<file path="config.mk">
export PLATFORM = sky130hd
export DESIGN_NAME = laser_point_feeder
export DESIGN_NICKNAME = d
export VERILOG_FILES = /design/src/rtl/laser_point_feeder.sv
export SDC_FILE = /design/constraint.sdc
export NUM_CORES = 1
export LEC_CHECK = 0
export ABC_AREA = 1
export BUFFER_PORTS_ARGS = -buffer_cell sky130_fd_sc_hd__buf_4
export CAP_MARGIN = 20
export CORE_UTILIZATION = 47
export CTS_BUF_LIST = sky130_fd_sc_hd__clkbuf_4
export DETAILED_ROUTE_END_ITERATION = 16
export PLACE_DENSITY_LB_ADDON = 0.08
export SETUP_SLACK_MARGIN = 0.2
export SYNTH_ARGS = -nofsm -noshare
export SYNTH_HDL_FRONTEND = slang
export SYNTH_SLANG_ARGS = --single-unit
</file>
<file path="constraint.sdc">
create_clock -name CLK -period 2.3 [get_ports CLK]
set_input_delay 0.115 -clock CLK [delete_from_list [all_inputs] [get_ports CLK]]
set_output_delay 0.115 -clock CLK [all_outputs]
set_load 0.03 [all_outputs]
</file>
<file path="src/rtl/laser_point_feeder.sv">
// ---------------------------------------------------------------------------
// laser_point_feeder
//
// Wrapper stage around the LASER two-circle search core. It collects one job
// of NUM_PTS target points from a valid/ready stream, holds LASER in reset
// while loading, then replays the points one per cycle in LASER read order.
// It waits for LASER's DONE pulse and captures the two circle centres, then
// presents them on a held valid/ready result port. A watchdog turns a hung
// LASER run into an error result so the pipeline always makes progress.
//
// Ports
//   CLK                      clock, everything on the rising edge
//   RST                      synchronous, active-high reset
//   in_valid / in_ready      point stream handshake (ready only in LOAD)
//   in_x / in_y              point coordinates
//   lsr_rst                  LASER reset (high in LOAD and RESULT)
//   lsr_x / lsr_y            point fed to LASER (zero outside STREAM)
//   lsr_done                 LASER completion pulse
//   lsr_c1x..lsr_c2y         LASER result coordinates
//   res_valid / res_ready    result handshake, result held until accepted
//   res_c1x..res_c2y         captured result coordinates
//   res_err                  1 = watchdog abort, coordinates forced to 0
//   busy                     high whenever the feeder is not in LOAD
// ---------------------------------------------------------------------------
module laser_point_feeder #(
    parameter int DATA_WIDTH  = 4,
    parameter int NUM_PTS     = 40,
    parameter int TIMEOUT_CYC = 32768,
    parameter int TO_W        = 16
) (
    input  logic                  CLK,
    input  logic                  RST,
    input  logic                  in_valid,
    output logic                  in_ready,
    input  logic [DATA_WIDTH-1:0] in_x,
    input  logic [DATA_WIDTH-1:0] in_y,
    output logic                  lsr_rst,
    output logic [DATA_WIDTH-1:0] lsr_x,
    output logic [DATA_WIDTH-1:0] lsr_y,
    input  logic                  lsr_done,
    input  logic [DATA_WIDTH-1:0] lsr_c1x,
    input  logic [DATA_WIDTH-1:0] lsr_c1y,
    input  logic [DATA_WIDTH-1:0] lsr_c2x,
    input  logic [DATA_WIDTH-1:0] lsr_c2y,
    output logic                  res_valid,
    input  logic                  res_ready,
    output logic [DATA_WIDTH-1:0] res_c1x,
    output logic [DATA_WIDTH-1:0] res_c1y,
    output logic [DATA_WIDTH-1:0] res_c2x,
    output logic [DATA_WIDTH-1:0] res_c2y,
    output logic                  res_err,
    output logic                  busy
);

    localparam int CNT_W = (NUM_PTS > 1) ? $clog2(NUM_PTS) : 1;
    localparam int PT_W  = 2 * DATA_WIDTH;

    localparam logic [CNT_W-1:0] LAST_PT = CNT_W'(NUM_PTS - 1);
    localparam logic [TO_W-1:0]  WD_LAST = TO_W'(TIMEOUT_CYC - 1);

    typedef enum logic [1:0] {
        ST_LOAD   = 2'd0,
        ST_STREAM = 2'd1,
        ST_WAIT   = 2'd2,
        ST_RESULT = 2'd3
    } state_t;

    state_t                state_q;
    logic [CNT_W-1:0]      ld_cnt_q;
    logic [CNT_W-1:0]      st_cnt_q;
    logic [TO_W-1:0]       wd_cnt_q;

    logic                  res_valid_q;
    logic                  res_err_q;
    logic [DATA_WIDTH-1:0] res_c1x_q;
    logic [DATA_WIDTH-1:0] res_c1y_q;
    logic [DATA_WIDTH-1:0] res_c2x_q;
    logic [DATA_WIDTH-1:0] res_c2y_q;

    // Point buffer, {x, y} per entry, with a registered read port.
    logic [PT_W-1:0]       pt_mem [NUM_PTS];
    logic [PT_W-1:0]       rd_data_q;
    logic [CNT_W-1:0]      rd_addr_d;
    logic                  load_hs_d;

    assign load_hs_d = (state_q == ST_LOAD) && in_valid;

    // The read port runs one point ahead of st_cnt so that the registered
    // read data lines up with the cycle that point is due on lsr_x/lsr_y.
    // In LOAD the address rests on entry 0, so point 0 is already in the
    // read register on the very first STREAM cycle.
    always_comb begin
        rd_addr_d = '0;
        if (state_q == ST_STREAM && st_cnt_q != LAST_PT) begin
            rd_addr_d = st_cnt_q + CNT_W'(1);
        end
    end

    always_ff @(posedge CLK) begin
        if (load_hs_d) begin
            pt_mem[ld_cnt_q] <= {in_x, in_y};
        end
        rd_data_q <= pt_mem[rd_addr_d];
    end

    // Control FSM, counters and result registers.
    always_ff @(posedge CLK) begin
        if (RST) begin
            state_q     <= ST_LOAD;
            ld_cnt_q    <= '0;
            st_cnt_q    <= '0;
            wd_cnt_q    <= '0;
            res_valid_q <= 1'b0;
            res_err_q   <= 1'b0;
            res_c1x_q   <= '0;
            res_c1y_q   <= '0;
            res_c2x_q   <= '0;
            res_c2y_q   <= '0;
        end else begin
            case (state_q)
                ST_LOAD: begin
                    if (load_hs_d) begin
                        if (ld_cnt_q == LAST_PT) begin
                            ld_cnt_q <= '0;
                            st_cnt_q <= '0;
                            state_q  <= ST_STREAM;
                        end else begin
                            ld_cnt_q <= ld_cnt_q + CNT_W'(1);
                        end
                    end
                end

                // lsr_done is deliberately not looked at here: LASER can only
                // legitimately finish after it has read every point.
                ST_STREAM: begin
                    if (st_cnt_q == LAST_PT) begin
                        st_cnt_q <= '0;
                        wd_cnt_q <= '0;
                        state_q  <= ST_WAIT;
                    end else begin
                        st_cnt_q <= st_cnt_q + CNT_W'(1);
                    end
                end

                // Done is tested before the watchdog so a completion that
                // lands on the final watchdog cycle still reports success.
                ST_WAIT: begin
                    if (lsr_done) begin
                        res_c1x_q   <= lsr_c1x;
                        res_c1y_q   <= lsr_c1y;
                        res_c2x_q   <= lsr_c2x;
                        res_c2y_q   <= lsr_c2y;
                        res_err_q   <= 1'b0;
                        res_valid_q <= 1'b1;
                        wd_cnt_q    <= '0;
                        state_q     <= ST_RESULT;
                    end else if (wd_cnt_q == WD_LAST) begin
                        res_c1x_q   <= '0;
                        res_c1y_q   <= '0;
                        res_c2x_q   <= '0;
                        res_c2y_q   <= '0;
                        res_err_q   <= 1'b1;
                        res_valid_q <= 1'b1;
                        wd_cnt_q    <= '0;
                        state_q     <= ST_RESULT;
                    end else begin
                        wd_cnt_q <= wd_cnt_q + TO_W'(1);
                    end
                end

                ST_RESULT: begin
                    if (res_ready) begin
                        res_valid_q <= 1'b0;
                        state_q     <= ST_LOAD;
                    end
                end

                default: begin
                    state_q <= ST_LOAD;
                end
            endcase
        end
    end

    // Output decode: only registered state feeds these, never an input.
    assign in_ready  = (state_q == ST_LOAD);
    assign busy      = (state_q != ST_LOAD);
    assign lsr_rst   = (state_q == ST_LOAD) || (state_q == ST_RESULT);
    assign lsr_x     = (state_q == ST_STREAM) ? rd_data_q[PT_W-1:DATA_WIDTH] : '0;
    assign lsr_y     = (state_q == ST_STREAM) ? rd_data_q[DATA_WIDTH-1:0]    : '0;

    assign res_valid = res_valid_q;
    assign res_err   = res_err_q;
    assign res_c1x   = res_c1x_q;
    assign res_c1y   = res_c1y_q;
    assign res_c2x   = res_c2x_q;
    assign res_c2y   = res_c2y_q;

endmodule
</file>
After elaboration in Yosys (flattened, before gate mapping)

Memories as Yosys holds them, arrays and structs flattened. A register that Yosys moved wholly into a read port is not among the register bits.
Index checks and enable logic that the tools add are counted.

Register bits: 48
Memory bits (writable): 320
Output and inout bits: 29
Input port bits: 29
Logic and storage cells: 72
Memories kept: 1

Equal/unequal tests: 12
$add $sub $neg: 3
Multiplexer cells: 31
Reduce and logical (&&, ||, !) cells: 15

Memories:

| name   | words | width | read ports | clocked after Yosys merged registers in | write ports | line | text |
|---|---|---|---|---|---|---|---|
| pt_mem | 40    | 8     | 1          | 1                                       | 1           | 81   | `logic [PT_W-1:0] pt_mem [NUM_PTS];` |

Operators by type and width:

| operator                | count |
|---|---|
| $mux W16                | 3 |
| $pmux W16 S2            | 1 |
| $mux W6                 | 5 |
| $mux W4                 | 7 |
| $add A16 B1 Y16 const B | 1 |
| $eq A16 B15 Y1 const B  | 1 |
| $add A6 B1 Y6 const B   | 2 |
| $eq A6 B6 Y1 const B    | 2 |
| $mux W2                 | 6 |
| $pmux W6 S2             | 1 |
| $reduce_bool A2 Y1      | 5 |
| $pmux W2 S4             | 1 |
| $mux W1                 | 6 |
| $ne A2 B1 Y1 const B    | 3 |
| $ne A6 B6 Y1 const B    | 1 |
| $reduce_and A2 Y1       | 3 |
| $reduce_and A3 Y1       | 2 |
| $reduce_and A5 Y1       | 1 |
| $eq A2 B2 Y1 const B    | 2 |
| $ne A3 B3 Y1 const B    | 1 |
| $eq A2 B1 Y1 const B    | 1 |
| $logic_and A1 B1 Y1     | 2 |
| $logic_not A2 Y1        | 1 |
| $ne A2 B2 Y1 const B    | 1 |
| other kinds (2)         | 2 |

Logic depth before layout (Yosys ltp)

Depth after elaboration: 4
Depth in mapped cells: 15

Least setup slack after synthesis

No wires, ideal clock.

Path kind: register to register
Start: register state_q[0]
End: memory pt_mem[26][0] (netlist name) (enable)
Clock period less this slack: 2.143 ns
Library setup time: 0.370 ns
Data arrival time: 1.772 ns
Slack: 0.157 ns
Cell stages (with the launch flop): 7
Cells stage by stage: dfxtp_1 -> inv_1 -> ha_1 -> nand2_1 -> nor2_1 -> nand3_1 -> nor2_1

Cells in the longest elaborated chain, start to end: 4

Ends and longest elaborated chain:

| item                          | line | text |
|---|---|---|
| start, declared               | 68   | `state_t state_q;` |
| start signal, assigned        | 109  | `state_q <= ST_LOAD;` |
| start signal, assigned        | 126  | `state_q <= ST_STREAM;` |
| start signal, assigned        | 139  | `state_q <= ST_WAIT;` |
| $logic_not A2 Y1              | --   |  |
| named net in_ready            | 34   | `output logic in_ready,` |
| $logic_and A1 B1 Y1           | 86   | `assign load_hs_d = (state_q == ST_LOAD) && in_valid;` |
| $mux W1                       | 100  | `if (load_hs_d) begin` |
| $mux W1 (not written as such) | 101  | `pt_mem[ld_cnt_q] <= {in_x, in_y};` |
| end, declared                 | 81   |  |

The timed path passes the listed nets, and every way through them passes these cells.

Final worst setup path

Start: register st_cnt_q[1]
End: register rd_data_q[2], read port of pt_mem

Cells in the longest elaborated chain, start to end: 3
Elaborated cells on any way between the ends: 4

Ends and longest elaborated chain:

| item                                                  | line | text |
|---|---|---|
| start, declared                                       | 70   | `logic [CNT_W-1:0] st_cnt_q;` |
| start signal, assigned                                | 141  | `st_cnt_q <= st_cnt_q + CNT_W'(1);` |
| branches (longest 2 deep; another with $add A6 B1 Y6) | --   |  |
| $mux W6 (*)                                           | 94   | `if (state_q == ST_STREAM && st_cnt_q != LAST_PT) begin` |
| end, declared                                         | 82   | `logic [PT_W-1:0] rd_data_q;` |

Every way passes the cells marked *.
A chain may end at the register's enable or synchronous reset.

==> results.md <==
- Final setup violation count: 0
- First-pass GRT wire length: 74500 um
- Initial DRC count: 1385
- Port Buffers: 57
- Vias/cell: 5.48
- Number of global-route vias before repair: 12836
- CTS tree: built
- Final Hold Viols: 0
- Post-DP HPWL: 26700 um
- Synth-to-Final Area Change: 24.3%
- Cell Pwr Density: 914 mW/mm^2
- Multi-input logic area: 0.00468 mm^2
- RSZ-0062 raised after global routing: true
- Largest net degree at the start of global routing: 121
- Gr ovfl total: 0
- Peak supply drop: 0.617 mV
- Hold path depth: 4
- Setup TNS: 0 ns
- Detailed Route WL: 50700 um
- Status: finished, final reports clean
- Slew HR: 0.537
- Initial antenna violation count: 1
- Final Slew Violations: 0
- Fin cells: 2423
- Pleak: 8.67 nW
- Initial Util: 0.482
- CP Capture Type: flop
- Worst hold path type: in2reg
- Most common cell after layout, fill and taps aside: edfxtp_1
- ANT nets after route: 0
- Crit Reg-Reg Endpoint: rd_data_q[2]
- Fillers: 3013
- Layout Nets: 1921
- Placed cell count: 2154
- Vert. Die Dim: 191 um
- Hold Crit Endpoint: res_c1x[0]
- Iteration count of the initial detailed-routing pass: 6
- Worst Hold Launch: lsr_c1x[0]
- Main synth FF type: edfxtp_1
- RePlAce Congestion: 0.843
- Clk buf depth: 3
- Crit path max fanout: 7
- Synth Warn #: 0
- Asr flop ratio synth: 0
- Synthesized netlist cell count: 1652
- Synthesis-stage register bit count: 376
- # DRC: 0
- Slew @ Worst Pin: 0.695 ns
- Post-Syn Area: 0.0168 mm^2
- Final Cycle Share: 0.920
- Root Driver: clkbuf_4
- Arr. time, crit path: 2.79 ns
- Syn nets: 1688
- Worst hold slack: 0.144 ns
- Layout cell share with drive strength beyond 1: 0.223
- Final Core Density: 0.599
- Worst Skew: 0.0726 ns
- CP Data Required Time: 2.98 ns
- Via count: 13271
- Synth cell types: 37
- Die W: 191 um
- Final min period: 2.11 ns
- Number of synthesized flops with an enable pin: 320
- Reg2reg path depth: 13
- Register area: 0.0107 mm^2
- Post-synthesis sequential area ratio: 0.640
- Worst R2R Start: st_cnt_q[1]
- Total GRT Usage: 0.274
- R2r setup slk: 0.19 ns
- Syn Area/Cell: 10.1 um^2
- H-tree levels: 3
- Core footprint: 0.0348 mm^2
- Worst skew pair latency: 0.80 ns
- Commonest non-fill, non-tap cells in the layout: 320 x edfxtp_1, 282 x inv_1, 257 x nand2_1, 247 x nand3_1, 162 x clkbuf_4
- Ports: 58
- Clock sink count: 376
- Max_cap viols: 0
- Fmax: 473 MHz
- Setup crit start kind: flop
- Clock slew at reported path FFs: 0.06 ns
- Wire per inst: 20.9 um
- Total die area: 0.0364 mm^2
- Crit path kind: reg2reg
- # rows: 68
- Total CTS buffers: 102
==> layout make-up <==
cell class,count,area share
timing repair buffer,224,0.114
inverter,293,0.0539
antenna,1,0.000120
tap,455,0.0273
clock buffer,162,0.0584
multi-input combinational,888,0.225
sequential,376,0.516
clock inverter,24,0.00661
==> how the worst max path moves through the flow <==
stage	start	endpoint	slack, ns	cells after the start
2_1_floorplan	state_q[0]	pt_mem[26][0]	0.16	6
3_3_place_gp	st_cnt_q[1]	rd_data_q[6]	-0.15	13
3_5_place_dp	st_cnt_q[1]	rd_data_q[6]	-0.15	13
4_1_cts	st_cnt_q[0]	rd_data_q[4]	0.20	12
5_1_grt	st_cnt_q[1]	rd_data_q[2]	0.11	13
6_report	st_cnt_q[1]	rd_data_q[2]	0.19	13
==> cells by family after synthesis <==
| family | synth area share |
|---|---|
| adders and majority gates | 0.00523 |
| AOI/OAI and AO/OA | 0.0414 |
| DFF | 0.640 |
| and+or+nand+nor | 0.219 |
| xor gates and xnor gates | 0.00209 |
| buffers and inverters | 0.0918 |
==> cells in the mapped netlist (4+ instances only) <==
cell type / instances / area [um^2]
edfxtp_1: 320 / 9610
inv_1: 287 / 1080
nand3_1: 266 / 1330
nand2_1: 262 / 983
nand4_1: 127 / 795
nor2_1: 80 / 300
dfxtp_1: 56 / 1120
clkbuf_1: 50 / 188
a21oi_1: 35 / 175
o211ai_1: 33 / 248
buf_2: 24 / 120
or2_2: 17 / 106
a21boi_0: 16 / 120
o21ai_0: 16 / 80.1
buf_1: 10 / 37.5
buf_4: 10 / 75.1
ha_1: 7 / 87.6
nor3_1: 7 / 35.0
xor2_1: 4 / 35.0
==> where the power goes <==
| part | internal, mW | switching (mW) |
|---|---|---|
| registers | 7.65 | 0.166 |
| clock network | 3.31 | 2.84 |
| logic | 2.10 | 2.98 |
| total | 13.1 | 5.98 |
==> routing by layer <==
metal / vias to the layer above / wire length, um / GRT usage / part of all wire
li1: 6193 / - / - / -
met1: 6415 / 21300 / 0.366 / 0.42
met2: 563 / 24200 / 0.440 / 0.48
met3: 100 / 3870 / 0.0537 / 0.076
met4: 0 / 1330 / 0.103 / 0.026
met5: - / 0 / 0 / 0
==> worst max-delay path, cell delays in order (launching register included) <==
cell	delay, ns
dfxtp_4	0.36
ha_4	0.17
nand2_4	0.08
inv_4	0.04
nand3_4	0.10
nand3_4	0.16
buf_12	0.19
buf_16	0.14
buf_8	0.13
or2_2	0.27
o211ai_1	0.08
o211ai_1	0.12
nand3_2	0.12
nand2_1	0.06
==> metrics by stage <==
stage          instance area (um^2)  power, mW  setup WS [ns]
2_1_floorplan                 16800       10.4          0.157
3_3_place_gp                  18100       11.7         -0.148
6_report                      20800       19.0          0.185
5_1_grt                       20800       19.9          0.106
4_1_cts                       20300       18.5          0.205
3_5_place_dp                  18100       11.7         -0.154
==> registers in the layout (all words and copies together) (netlist names) <==
register   flops
pt_mem       320
wd_cnt_q      16
rd_data_q      8
ld_cnt_q       6
st_cnt_q       6
res_c1x        4
res_c1y        4
res_c2x        4
res_c2y        4
state_q        2
res_err        1
res_valid      1
==> timing repair <==
| item | in CTS | in global routing |
|---|---|---|
| resized for setup | 27 | 67 |
| endpoints found under the setup margin | 20 | 88 |
| gates cloned | 8 | 9 |
| hold buffers | 29 | 0 |
| endpoints found under the hold margin | 362 | 0 |
| pin swaps | 7 | 23 |
| setup buffers | 15 | 21 |
Note: power is estimated with default switching activity, not from simulation.
